File: src/rtl/pipe_skid_buffer_pkg.sv
// Shared definitions for the elastic pipeline register (skid buffer).
//   skid_state_t  : 2-bit state type; encoding equals the number of held entries
//   StEmpty/StOne/StFull : state constants
//   CountWidth    : width of the occupancy count output
package pipe_skid_buffer_pkg;

    localparam int unsigned CountWidth = 2;

    typedef logic [CountWidth-1:0] skid_state_t;

    // Encoding is chosen so that the state value is the occupancy count.
    localparam skid_state_t StEmpty = 2'd0;
    localparam skid_state_t StOne   = 2'd1;
    localparam skid_state_t StFull  = 2'd2;

endpackage

File: src/rtl/pipe_skid_buffer_reg.sv
// Enabled pipeline register with asynchronous active-low reset to zero.
//   clk_i  : clock
//   rst_ni : asynchronous reset, active low
//   en_i   : load enable
//   d_i    : next value, captured when en_i is high
//   q_o    : registered value
module pipe_skid_buffer_reg #(
    parameter int unsigned Width = 32
) (
    input  logic             clk_i,
    input  logic             rst_ni,
    input  logic             en_i,
    input  logic [Width-1:0] d_i,
    output logic [Width-1:0] q_o
);

    logic [Width-1:0] data_q;

    always_ff @(posedge clk_i or negedge rst_ni) begin
        if (!rst_ni) begin
            data_q <= '0;
        end else if (en_i) begin
            data_q <= d_i;
        end
    end

    assign q_o = data_q;

endmodule

File: src/rtl/pipe_skid_buffer.sv
// Two-entry elastic pipeline register (main + skid) with valid/ready on both sides.
// o_ready and o_valid come straight from flops, so there is no combinational path
// from the consumer's i_ready back to the producer.
//   i_clk, i_reset   : clock, asynchronous active-high reset
//   i_flush          : synchronous squash of all held entries (and any same-cycle input)
//   i_valid, i_data  : producer side, o_ready back to producer
//   o_valid, o_data  : consumer side (main entry), i_ready from consumer
//   o_count          : number of held entries (0..2)
module pipe_skid_buffer
    import pipe_skid_buffer_pkg::*;
#(
    parameter int unsigned DATA_WIDTH = 32
) (
    input  logic                  i_clk,
    input  logic                  i_reset,
    input  logic                  i_flush,
    input  logic                  i_valid,
    output logic                  o_ready,
    input  logic [DATA_WIDTH-1:0] i_data,
    output logic                  o_valid,
    input  logic                  i_ready,
    output logic [DATA_WIDTH-1:0] o_data,
    output logic [CountWidth-1:0] o_count
);

    skid_state_t           state_q, state_d;
    logic                  valid_q, valid_d;
    logic                  ready_q, ready_d;
    logic                  main_en, skid_en, main_from_skid;
    logic                  in_xfer, out_xfer;
    logic                  rst_n;
    logic [DATA_WIDTH-1:0] main_d, main_q, skid_q;

    assign rst_n    = ~i_reset;
    assign in_xfer  = i_valid & ready_q;
    assign out_xfer = valid_q & i_ready;

    always_comb begin
        state_d        = state_q;
        main_en        = 1'b0;
        skid_en        = 1'b0;
        main_from_skid = 1'b0;
        if (i_flush) begin
            // Flush wins over any same-cycle input; data registers stay untouched.
            state_d = StEmpty;
        end else begin
            case (state_q)
                StEmpty: begin
                    if (in_xfer) begin
                        state_d = StOne;
                        main_en = 1'b1;
                    end
                end
                StOne: begin
                    if (in_xfer && out_xfer) begin
                        main_en = 1'b1;
                    end else if (in_xfer) begin
                        state_d = StFull;
                        skid_en = 1'b1;
                    end else if (out_xfer) begin
                        state_d = StEmpty;
                    end
                end
                StFull: begin
                    // o_ready is low here, so only the consumer can make progress.
                    if (out_xfer) begin
                        state_d        = StOne;
                        main_en        = 1'b1;
                        main_from_skid = 1'b1;
                    end
                end
                default: begin
                    state_d = StEmpty;
                end
            endcase
        end
        valid_d = (state_d != StEmpty);
        ready_d = (state_d != StFull);
    end

    assign main_d = main_from_skid ? skid_q : i_data;

    always_ff @(posedge i_clk or posedge i_reset) begin
        if (i_reset) begin
            state_q <= StEmpty;
            valid_q <= 1'b0;
            ready_q <= 1'b1;
        end else begin
            state_q <= state_d;
            valid_q <= valid_d;
            ready_q <= ready_d;
        end
    end

    pipe_skid_buffer_reg #(
        .Width (DATA_WIDTH)
    ) u_main_reg (
        .clk_i  (i_clk),
        .rst_ni (rst_n),
        .en_i   (main_en),
        .d_i    (main_d),
        .q_o    (main_q)
    );

    pipe_skid_buffer_reg #(
        .Width (DATA_WIDTH)
    ) u_skid_reg (
        .clk_i  (i_clk),
        .rst_ni (rst_n),
        .en_i   (skid_en),
        .d_i    (i_data),
        .q_o    (skid_q)
    );

    assign o_valid = valid_q;
    assign o_ready = ready_q;
    assign o_data  = main_q;
    assign o_count = state_q;

endmodule

File: config.mk
export PLATFORM = sky130hd
export DESIGN_NAME = pipe_skid_buffer
export DESIGN_NICKNAME = d
export VERILOG_FILES = /design/src/rtl/pipe_skid_buffer_pkg.sv /design/src/rtl/pipe_skid_buffer_reg.sv /design/src/rtl/pipe_skid_buffer.sv
export SDC_FILE = /design/constraint.sdc
export NUM_CORES = 1
export LEC_CHECK = 0
export BUFFER_PORTS_ARGS = -buffer_cell sky130_fd_sc_hd__buf_2
export CAP_MARGIN = 10
export CORE_ASPECT_RATIO = 0.6
export CORE_MARGIN = 8
export CORE_UTILIZATION = 55
export CTS_CLUSTER_DIAMETER = 60
export DETAILED_ROUTE_END_ITERATION = 8
export HOLD_SLACK_MARGIN = 0.06
export PLACE_DENSITY = 0.91
export SETUP_SLACK_MARGIN = 0.1
export SLEW_MARGIN = 20
export SYNTH_ARGS = -nofsm -noshare
export SYNTH_HDL_FRONTEND = slang
export SYNTH_SLANG_ARGS = --single-unit
File: constraint.sdc
create_clock -name i_clk -period 2.5 [get_ports i_clk]
set_input_delay 0 -clock i_clk [delete_from_list [all_inputs] [get_ports i_clk]]
set_output_delay 0 -clock i_clk [all_outputs]
set_load 0.05 [all_outputs]
---- Word-level counts from Yosys, hierarchy flattened ----
Cells that the tools add are included.
word-level totals
  register bits after elaboration ......... 68
  bits in latches ......................... 0
  RAM bits ................................ 0
  ROM bits ................................ 0
  input bits .............................. 37
  output and inout bits ................... 36
  logic and storage cells ................. 31
  memories ................................ 0
cells by class
  add/subtract/negate cells ............... 0
  $mul .................................... 0
  divide/modulo/power cells ............... 0
  magnitude comparators ................... 0
  eq/ne operators ......................... 3
  shift-type cells ........................ 0
  multiplexer cells ....................... 18
  bitwise operators ....................... 2
  reduce and logical (&&, ||, !) cells .... 3
operators by type and width
  operator                                       number
  two-way mux 32 bit                             1
  two-way mux 2 bit                              6
  two-way mux 1 bit                              9
  one-hot mux 2 bit (3 select lines)             1
  one-hot mux 1 bit (3 select lines)             1
  bitwise AND 1 bit                              2
  == test 2 x 1 -> 1 bit, second input constant  1
  == test 2 bit, second input constant           1
  zero test 2 bit                                1
  inequality test 2 bit, second input constant   1
  nonzero test 2 bit                             1
  logical AND 1 bit                              1

---- Depth between registers and ports, before layout ----
Gate-level depths: netlist of the first run.
  word-level depth ........................ 7
  gate-level depth with buffers ........... 6

---- Modules after synthesis ----
A second synthesis of the first run with hierarchy kept.
second synthesis, totals
  cell total of the unflattened synthesis .. 196
  area, all modules ....................... 3334.4 um^2
modules (own cells, without submodules)
  module                times used  cells each  area an instance (um^2)  sequential area each (um^2)
  pipe_skid_buffer_reg  2           68          1345.0                   800.8
  pipe_skid_buffer      1           60          644.4                    101.3

---- Worst setup path before layout of the first run ----
OpenSTA, ideal clock, no wires.
  path kind ............................... register to register
  from .................................... register state_q[0], in the netlist o_count[0]
  to ...................................... register u_main_reg.data_q[0], in the netlist u_main_reg.q_o[0]
  data arrival time ....................... 1809 ps
  slack ................................... 568 ps
  stages on the path, launching flop included .. 6
  buffers on the path ..................... 2
  period minus slack after synthesis ...... 1932 ps
  path through ............................ dfrtp_1 -> buf_2 -> nand4b_4 -> a221oi_4 -> buf_4 -> a21oi_2
on the way
  longest elaborated chain between the ends .. 4
ends and longest elaborated chain
  what                    RTL line                    source
  from (decl)             pipe_skid_buffer.sv:26      skid_state_t state_q, state_d;
  from (signal assigned)  pipe_skid_buffer.sv:85      state_q <= StEmpty;
  from (signal assigned)  pipe_skid_buffer.sv:89      state_q <= state_d;
  == test 2 bit           pipe_skid_buffer.sv:47      case (state_q)
  two-way mux 1 bit       pipe_skid_buffer.sv:47
  two-way mux 1 bit       pipe_skid_buffer.sv:43      if (i_flush) begin
  two-way mux 32 bit      pipe_skid_buffer.sv:81      assign main_d = main_from_skid ? skid_q : i_data;
  to (signal assigned)    pipe_skid_buffer_reg.sv:23  data_q <= d_i;
  to (decl)               pipe_skid_buffer_reg.sv:17  logic [Width-1:0] data_q;
Several ways; a longest one is shown, not always the timed one.
A chain may end at the register's enable or synchronous reset.

---- Worst setup path in the final report of the first run ----
  from .................................... register state_q[0], in the netlist o_count[0]
  to ...................................... register u_main_reg.data_q[2], in the netlist u_main_reg.q_o[2]
Same word-level chain as after synthesis.

==> impl_metrics.yaml, run 1 <==
die:
  ios: 73
  rows: 21
  die_x_um: 112
  die_h_um: 73.6
  core_mm2: 0.00547
  initial_core_util_pct: 55.6
  die_area_mm2: 0.00824
clock_network:
  clk_path_buf_depth: 2
  cts-htree-levels: 3
  cts_root_buffer: "clkbuf_8"
  cts_sinks: 68
  holdBufCountCts: 34
  cts_made_buffers: 9
  clk_latency_ps: 340
  post_cts_resize_count: 0
  path_clk_slew_ps: 70
  cts_setup_buffers: 0
  cts_tree: "done"
layout:
  fillerInstances: 397
  fin_nets: 381
  antennaDiodeCount: 0
  final_util_pct: 73.0
  multi_input_area_mm2: 0.00124
  syn_to_final_growth_pct: 31.2
  regArea_mm2: 0.00170
  drive_gt1_share_pct: 46.7
placed_design:
  gp_congestion: 0.762
  portBuffers: 72
  hpwl_um: 4580
timing:
  setup_viol: 0
  min_period_over_period_pct: 75.7
  rsz0062_at_grt: "no"
  slew_headroom_pct: 45.8
  slew_viol_final: 0
  max_freq_mhz: 528
  period_needed_ps: 1890
  worst_slew_pin_slew_ps: 811
  finalClockSkew_ps: 9.54
  hold_viol: 0
  tns_ps: 0
power:
  power.total_w: 0.00372
  max-vdd-ir-drop_mv: 0.554
  powerDensity_mw_per_mm2: 932
  p_leak_nw: 1.72
synthesis:
  synth.area.top_cells: "dfrtp_1, mux2_2, mux2i_1"
  synth_top_family_by_area: "multiplexers"
  ys_warn_count: 0
  synth-simple-area-share_pct: 6.71
  synthCells: 232
  synth_xor_area_share_pct: 0
  synth_top_area_cell: "dfrtp_1"
  yosys.area.top_type_share_pct: 55.2
  synth_area_mm2: 0.00304
  synthAdderAreaFrac_pct: 0
  yosysSeqAreaShare_pct: 56.0
  synth_mux_area_share_pct: 22.4
  synth_cell_types: 23
  synth_compound_area_share_pct: 11.4
  yosys_register_bits: 68
  syn_nets: 269
  syn_area_per_cell_um2: 13.1
routing:
  via_per_inst: 5.12
  first_pass_iters: 4
  post_drt_wl_per_cell_um: 16.2
  routed_wl_um: 6780
  dr.first_iter.drc_count: 98
  route.vias.total: 2142
  drc: 0
  ant_nets: 0
global_route:
  overflow: 0
  antenna_found_initial: 0
  grt_max_degree: 53
  grt_pass1_wl_um: 11500
  grt.total_usage_pct: 17.9
  grt_pass1_vias: 2308
flow_run:
  drv_cap: 0
worst_setup_path:
  max_stage_delay_ps: 490
  cp_cell_sequence: "nand4b_4 > nor2_4 > buf_12 > mux2i_1 > a21oi_2"
  crit_buf_inv: 1
  crit_fanout: 16
  cp-end-kind: "flip-flop"
  cp-start-kind: "flip-flop"
  path_class: "reg -> reg"
  arrival_ps: 2110
  path_delay_family: "simple AND/OR/NAND/NOR gates"
  slowest_stage: "dfrtp_1"
  required_ps: 2710
status:
  status: "finished clean"
hold_path:
  min_path_type: "in -> reg"
## report_power, final
part           switching (W)  internal (W)  total, W
clock network       0.000398      0.000380  0.000778
registers           0.000202       0.00146   0.00166
logic               0.000836      0.000444   0.00128
total                0.00144       0.00228   0.00372
## layout by cell type (no fill, tap or decap)
master,netlist,routed
dlygate4sd3_1,0,34
nor2_1,33,33
mux2i_1,32,32
dfrtp_1,67,67
a21bo_2,1,1
o21ba_2,1,1
a21oi_2,28,28
mux2_2,32,32
buf_2,6,72
dfstp_2,1,1
clkbuf_1,0,1
a21oi_1,8,8
nand4_1,1,1
inv_2,0,1
nand3_2,0,1
nor2_4,0,1
nand2b_1,1,1
a21o_1,1,1
clkinvlp_4,0,1
a21boi_0,1,1
nand3_1,3,2
a221oi_4,1,1
nand2_1,4,4
nand3b_1,1,1
buf_12,0,2
nand4b_4,1,1
clkbuf_8,0,10
buf_4,2,6
clkinv_2,0,4
## cells in the mapped netlist, drive strengths merged
cell type  count
dfrtp         67
a21oi         36
nor2          34
mux2          32
mux2i         32
buf           13
nand2          4
nand3          3
a21bo          1
a21boi         1
a21o           1
a221oi         1
dfstp          1
inv            1
nand2b         1
nand3b         1
nand4          1
nand4b         1
o21ba          1
## cell type report
| class | instances | area share [%] |
|---|---|---|
| Timing Repair Buffer | 114 | 19.7 |
| Sequential cell | 68 | 42.7 |
| Clock inverter | 5 | 0.690 |
| Multi-Input combinational cell | 150 | 31.1 |
| Tap cell | 69 | 2.16 |
| Clock buffer | 11 | 3.54 |
| Inverter | 1 | 0.0941 |
## sequential cells by signal, indices dropped and copies added, names as in the netlist
register,count
o_count,2
o_ready,1
u_skid_reg.q_o,32
u_main_reg.q_o,32
o_valid,1
## through the flow
step | hold WS, ps | area (um2) | setup slack [ps] | std cells
floorplan | 63.1 | 3040 | 568 | 232
detailed placement | 204 | 3480 | 622 | 368
finish | 85.8 | 3990 | 608 | 418
CTS | 66.4 | 3990 | 607 | 418
global route | 94.2 | 3990 | 482 | 418
global placement | 190 | 3480 | 677 | 368
## worst min-delay path: stages
cell and delay (ps):
buf_2 140, a21oi_1 110, a21boi_0 130
## cells by family (layout without fill, tap and decap cells)
logic type	count (synthesis)	count (layout)
buffers and inverters	14	131
AND/OR/NAND/NOR	45	45
multiplexers	64	64
flip-flops	68	68
AO/OA/AOI/OAI	41	41
## per-layer routing
metal / share of wire [%] / GRT usage (%) / up-vias
li1: - / - / 1035
met1: 45 / 21.1 / 1045
met2: 48 / 30.2 / 56
met3: 6.6 / 6.89 / 6
met4: 0.65 / 4.90 / 0
met5: 0 / 0 / -
## path summary, 6_finish.rpt
kind,startpoint,cells past startpoint,to,slack [ps]
setup / recovery,o_count[0],5,u_main_reg.q_o[2],610
hold / removal,i_ready,3,o_count[1],90
setup reg to reg,o_count[0],5,u_main_reg.q_o[2],610
hold reg to reg,u_skid_reg.q_o[27],1,u_skid_reg.q_o[27],510
max in group asynchronous,i_reset,4,u_main_reg.q_o[10],1400
min in group asynchronous,i_reset,3,u_skid_reg.q_o[22],370
(Power assumes the default switching activity.)
==> run 2: changes to the inputs <==
--- a/config.mk
+++ b/config.mk
@@ -5,15 +5,16 @@
 export SDC_FILE = /design/constraint.sdc
 export NUM_CORES = 1
 export LEC_CHECK = 0
+export ABC_AREA = 1
 export BUFFER_PORTS_ARGS = -buffer_cell sky130_fd_sc_hd__buf_2
 export CAP_MARGIN = 10
 export CORE_ASPECT_RATIO = 0.6
 export CORE_MARGIN = 8
-export CORE_UTILIZATION = 55
+export CORE_UTILIZATION = 53
 export CTS_CLUSTER_DIAMETER = 60
 export DETAILED_ROUTE_END_ITERATION = 8
 export HOLD_SLACK_MARGIN = 0.06
-export PLACE_DENSITY = 0.91
+export PLACE_DENSITY = 0.88
 export SETUP_SLACK_MARGIN = 0.1
 export SLEW_MARGIN = 20
 export SYNTH_ARGS = -nofsm -noshare
==> constraint.sdc (replaced) <==
create_clock -name i_clk -period 1.95 [get_ports i_clk]
set_input_delay 0 -clock i_clk [delete_from_list [all_inputs] [get_ports i_clk]]
set_output_delay 0 -clock i_clk [all_outputs]
set_load 0.05 [all_outputs]
==> run 2 against run 1 <==
Net effect: highest routed layer unchanged; largest cell class unchanged; sequential power increased by 33%; combinational power increased by 37%; critical endpoint is now u_main_reg.q_o[16]; sequential share of layout area decreased by 0.66 points; non-clock buffer count increased by 2.
==> impl_metrics.yaml, run 2 <==
worst_setup_path:
  worstRegToRegCells: 8
  r2r-start: "o_ready"
  crit_fanout: 32
  required_ps: 2240
  regToRegEndpoint: "u_main_reg.q_o[16]"
  rrSetupSlack_ps: 340
  cp_cell_sequence: "nand2_1 > inv_1 > nand2_1 > nand2_1 > nand2_2 > inv_2 > nand2_1 > nand2_1"
  slowest_stage: "dfstp_2"
  arrival_ps: 1900
  cp-end-kind: "flip-flop"
  max_stage_delay_ps: 530
  cp-start-kind: "flip-flop"
  crit_path_frequent_cell: "nand2_1"
  path_class: "reg -> reg"
global_route:
  grt_max_degree: 37
  grt_pass1_vias: 2851
  grt.total_usage_pct: 19.5
  grt_pass1_wl_um: 13200
  antenna_found_initial: 0
  overflow: 0
routing:
  dr.first_iter.drc_count: 152
  drc: 0
  route.vias.total: 2956
  first_pass_iters: 4
  ant_nets: 0
  post_drt_wl_per_cell_um: 13.3
  routed_wl_um: 8010
  via_per_inst: 4.92
die:
  ios: 73
  initial_core_util_pct: 55.4
  die_h_um: 75.4
  rows: 21
  die_area_mm2: 0.00867
  core_mm2: 0.00562
  die_x_um: 115
hold_path:
  whs_endpoint: "o_count[0]"
  hold_start: "i_valid"
  min_path_type: "in -> reg"
  holdPathStages: 6
clock_network:
  clk_latency_ps: 350
  cts-htree-levels: 3
  cts_setup_buffers: 0
  cts_sinks: 68
  cts_root_buffer: "clkbuf_8"
  cts_tree: "done"
  path_clk_slew_ps: 70
  clk_path_buf_depth: 2
  cts_made_buffers: 9
synthesis:
  syn_area_per_cell_um2: 7.58
  yosysSeqAreaShare_pct: 54.7
  yosys.area.top_type_share_pct: 53.8
  synth-edff-count: 0
  synth_top_area_cell: "dfrtp_1"
  yosys_register_bits: 68
  synthCells: 411
  synth_area_mm2: 0.00312
  syn_nets: 448
  yosysMostFrequentCell: "nand2_1"
  ys_warn_count: 0
  synth_cell_types: 16
  ys_async_sr_fraction_pct: 100
  synth.area.top_cells: "dfrtp_1, nand2_1, nand3_1"
  netlist_top_cells_count: "nand2_1, dfrtp_1, nand3_1"
  synth_top_flop_cell: "dfrtp_1"
timing:
  period_needed_ps: 1610
  finalClockSkew_ps: 7.66
  tns_ps: 0
  hold_viol: 0
  min_period_over_period_pct: 82.6
  worst_slew_pin_slew_ps: 561
  slew_headroom_pct: 62.5
  rsz0062_at_grt: "no"
  slew_viol_final: 0
  setup_slack_ps: 340
  setup_viol: 0
  max_freq_mhz: 621
power:
  p_leak_nw: 2.35
  powerDensity_mw_per_mm2: 1280
  max-vdd-ir-drop_mv: 0.855
flow_run:
  drv_cap: 0
layout:
  antennaDiodeCount: 0
  fin_nets: 554
  layoutNonFillerInstCount: 601
  fillerInstances: 470
  stdcell_area_mm2: 0.00405
  final_common_cell: "nand2_1"
  syn_to_final_growth_pct: 30.0
  final_cell_mix: "nand2_1, buf_2, dfrtp_1, nand3_1, dlygate4sd3_1"
  drive_gt1_share_pct: 20.7
placed_design:
  gp_congestion: 0.836
  pre_cts_ws_ps: 350
  place_area_mm2: 0.00351
  placedCellCount: 552
  portBuffers: 72
  hpwl_um: 5170
status:
  status: "finished clean"
run 2: changes by cell type after synthesis, moves of 7 or more:
cell,previous run,this run
buf_4,2,9
inv_2,0,7
nor2_1,33,2
nand2_1,4,268
mux2i_1,32,0
nand3_1,3,34
a21oi_2,28,0
mux2_2,32,0
run 2: through the flow:
step                      utilization [%]  power, W  hold slack [ps]
final                                72.1   0.00517              144
after global routing                 72.1   0.00547              166
after floorplan                         -   0.00349              117
after global placement               62.4   0.00387              120
after detailed placement             62.4   0.00395              128
after CTS                            72.1   0.00520              141
run 2: final cells by class:
class	count	area, um2	area share (%)
repair buffers	116	776	19.1
clock buffers	14	173	4.26
multi-input cells	311	1230	30.3
well taps	80	100	2.47
clock inverters	1	30.0	0.741
inverters	11	41.3	1.02
flip-flops and latches	68	1700	42.0
run 2: timing repair:
item,4_1_cts,5_1_grt
hold endpoints to repair,133,0
gates resized for setup,0,0
hold buffers,34,0
run 2: how the worst max path moves through the flow:
stage,start,endpoint,slack (ps),depth (start not counted)
2_1_floorplan,i_reset,o_count[0],240,1
3_3_place_gp,o_ready,u_main_reg.q_o[16],420,8
3_5_place_dp,o_ready,u_main_reg.q_o[17],350,8
4_1_cts,o_ready,u_main_reg.q_o[17],330,8
5_1_grt,o_ready,u_main_reg.q_o[13],200,8
6_report,o_ready,u_main_reg.q_o[16],340,8
run 2: kinds of logic (layout without fill, tap and decap cells):
family / after synthesis / after routing / share of synthesized area, %
buffers and inverters: 32 / 142 / 5.90
AOI/OAI and AO/OA: 3 / 3 / 0.482
and+or+nand+nor: 308 / 308 / 39.0
DFF: 68 / 68 / 54.7
run 2: routing by layer:
metal	part of all wire [%]	track usage, %
met1	44	23.2
met2	47	32.3
met3	7.3	7.20
met4	1.4	6.50
met5	0	0
run 2: worst max-delay path: cells and delay by family, from the launching register on:
family	cells	cell delay, ps
simple gates	6	540
buf+inv	2	480
flops	1	530
run 2: power breakdown:
| group | switching, W | leakage [nW] | internal (W) |
|---|---|---|---|
| Clock | 0.000513 | 0.103 | 0.000690 |
| Combinational | 0.00130 | 1.40 | 0.000461 |
| Sequential | 0.000283 | 0.850 | 0.00192 |
==> run 3: changes to the inputs <==
--- a/config.mk
+++ b/config.mk
@@ -5,16 +5,16 @@
 export SDC_FILE = /design/constraint.sdc
 export NUM_CORES = 1
 export LEC_CHECK = 0
-export ABC_AREA = 1
+export ABC_AREA = 0
 export BUFFER_PORTS_ARGS = -buffer_cell sky130_fd_sc_hd__buf_2
 export CAP_MARGIN = 10
 export CORE_ASPECT_RATIO = 0.6
 export CORE_MARGIN = 8
-export CORE_UTILIZATION = 53
+export CORE_UTILIZATION = 48
 export CTS_CLUSTER_DIAMETER = 60
 export DETAILED_ROUTE_END_ITERATION = 8
 export HOLD_SLACK_MARGIN = 0.06
-export PLACE_DENSITY = 0.88
+export PLACE_DENSITY = 0.85
 export SETUP_SLACK_MARGIN = 0.1
 export SLEW_MARGIN = 20
 export SYNTH_ARGS = -nofsm -noshare
==> constraint.sdc (replaced) <==
create_clock -name i_clk -period 1.34 [get_ports i_clk]
set_input_delay 0 -clock i_clk [delete_from_list [all_inputs] [get_ports i_clk]]
set_output_delay 0 -clock i_clk [all_outputs]
set_load 0.05 [all_outputs]
==> run 3 against run 2 <==
Net effect: the flow now finishes with violations (setup timing); sequential power up 40%; hold slack worse by 57 ps; design area up 8.3%; die area up 6.3%; cell count down 25%; largest power group unchanged; critical path depth down 2; critical path type unchanged; global-route usage down 3.2 points; total power up 46%; fmax down 0.31%; non-clock buffer count up 14; count of clock-buffer cells in the layout down 4; first-iteration DRC count down 15%; largest cell class unchanged.
==> impl_metrics.yaml, run 3 (same netlist as run 1, synthesis figures left out) <==
die:
  core_mm2: 0.00611
  die_h_um: 77.6
  die_area_mm2: 0.00922
  die_x_um: 119
  initial_core_util_pct: 49.7
  ios: 73
  rows: 22
placed_design:
  placedCellCount: 386
  place_area_mm2: 0.00359
  hpwl_um: 4430
  pre_cts_ws_ps: -247
  portBuffers: 72
  gp_congestion: 0.799
hold_path:
  min_path_type: "in -> reg"
  holdPathStages: 3
power:
  powerDensity_mw_per_mm2: 1720
  max-vdd-ir-drop_mv: 1.03
  p_leak_nw: 1.89
global_route:
  overflow: 0
  grt_pass1_vias: 2478
  grt.total_usage_pct: 16.3
  grt_pass1_wl_um: 12200
  grt_max_degree: 69
  antenna_found_initial: 0
timing:
  min_period_over_period_pct: 121
  slew_viol_final: 0
  slew_headroom_pct: 76.5
  setup_slack_ps: -275
  period_needed_ps: 1620
  finalClockSkew_ps: 7.37
  rsz0062_at_grt: "yes"
  tns_ps: -14970
  setup_viol: 64
  max_freq_mhz: 619
  worst_slew_pin_slew_ps: 352
  hold_viol: 0
worst_setup_path:
  worstRegToRegCells: 6
  required_ps: 1560
  cp-end-kind: "flip-flop"
  crit_fanout: 8
  slowest_stage: "dfstp_2"
  cp-start-kind: "flip-flop"
  max_stage_delay_ps: 540
  path_class: "reg -> reg"
  arrival_ps: 1830
  cp_cell_sequence: "buf_4 > nand2_4 > nor2_4 > nand3_4 > clkbuf_16 > mux2_2"
routing:
  via_per_inst: 5.12
  dr_wl_met2_um: 3480
  routed_wl_um: 7710
  ant_nets: 0
  route.vias.total: 2298
  dr_wl_met3_um: 513
  post_drt_wl_per_cell_um: 17.2
  top_layer_used: "met4"
  drc: 0
  wl_met1_um: 3640
  dr.first_iter.drc_count: 129
  first_pass_iters: 5
layout:
  fin_nets: 397
  final_util_pct: 71.8
  layoutNonFillerInstCount: 449
  fillerInstances: 458
  syn_to_final_growth_pct: 44.4
  stdcell_area_mm2: 0.00439
  final_common_cell: "buf_2"
  final_cell_mix: "buf_2, dfrtp_1, dlygate4sd3_1, a21oi_2, mux2i_1"
  antennaDiodeCount: 0
  drive_gt1_share_pct: 52.3
flow_run:
  drv_cap: 0
clock_network:
  clk_path_buf_depth: 2
  clk_latency_ps: 330
  cts_tree: "done"
  cts_sinks: 68
  cts_root_buffer: "clkbuf_8"
  cts_made_buffers: 9
  path_clk_slew_ps: 70
  cts-htree-levels: 3
status:
  violations: "setup timing"
  status: "complete, but fails checks"
[run 3: changes by cell type in the layout (fill, tap and decap cells not counted), moves of 29 or more]
cell,previous run,this run
nor2_1,2,31
mux2_2,0,31
nand3_1,34,2
a21oi_2,0,32
nand2_1,268,2
mux2i_1,0,32
[run 3: cell type report]
cell class / count / area, um2 / share of cell area, %
Inverter: 1 / 7.51 / 0.171
Tap cell: 84 / 105 / 2.39
Clock inverter: 6 / 86.3 / 1.97
Clock buffer: 10 / 138 / 3.14
Timing Repair Buffer: 130 / 1060 / 24.1
Sequential cell: 68 / 1710 / 38.9
Multi-Input combinational cell: 150 / 1290 / 29.3
[run 3: per-stage QoR]
step	total power, W	hold slack (ps)
detailed placement	0.00549	131
CTS	0.00751	80.8
floorplan	0.00487	59.5
global placement	0.00538	125
finish	0.00754	87.4
global route	0.00793	87.0
[run 3: repair_timing]
action | CTS | global route
cloned | 2 | 4
hold buffers | 34 | 0
setup endpoints to repair | 64 | 66
gates resized for setup | 4 | 10
buffers inserted | 5 | 2
hold endpoints to repair | 134 | 0
pin swaps | 0 | 5
[run 3: report_power, final]
part / switching, W / total [W] / leakage [nW] / internal [W]
clock: 0.000771 / 0.00187 / 0.113 / 0.00110
sequential: 0.000369 / 0.00309 / 0.786 / 0.00272
combinational: 0.00162 / 0.00258 / 0.987 / 0.000952
[run 3: worst paths after layout]
check / endpoint / slack (ps) / startpoint
worst max-delay path: u_skid_reg.q_o[28] / -280 / o_ready
worst max register to register: u_skid_reg.q_o[28] / -280 / o_ready
min in group asynchronous: u_skid_reg.q_o[3] / 320 / i_reset
max in group asynchronous: o_ready / 700 / i_reset
worst min-delay path: o_count[1] / 90 / i_flush
worst min register to register: u_skid_reg.q_o[18] / 510 / u_skid_reg.q_o[18]
[run 3: critical path, delay by kind of cell, from the launching register on]
family                 cells  cell delay (ps)
buffers and inverters      2              350
and+or+nand+nor            3              330
muxes                      1              280
DFF                        1              540
[run 3: layer usage]
| metal | track usage [%] | vias up |
|---|---|---|
| met3 | 6.72 | 8 |
| met1 | 19.6 | 1146 |
| li1 | - | 1068 |
| met5 | 0 | - |
| met4 | 4.39 | 0 |
| met2 | 26.5 | 76 |
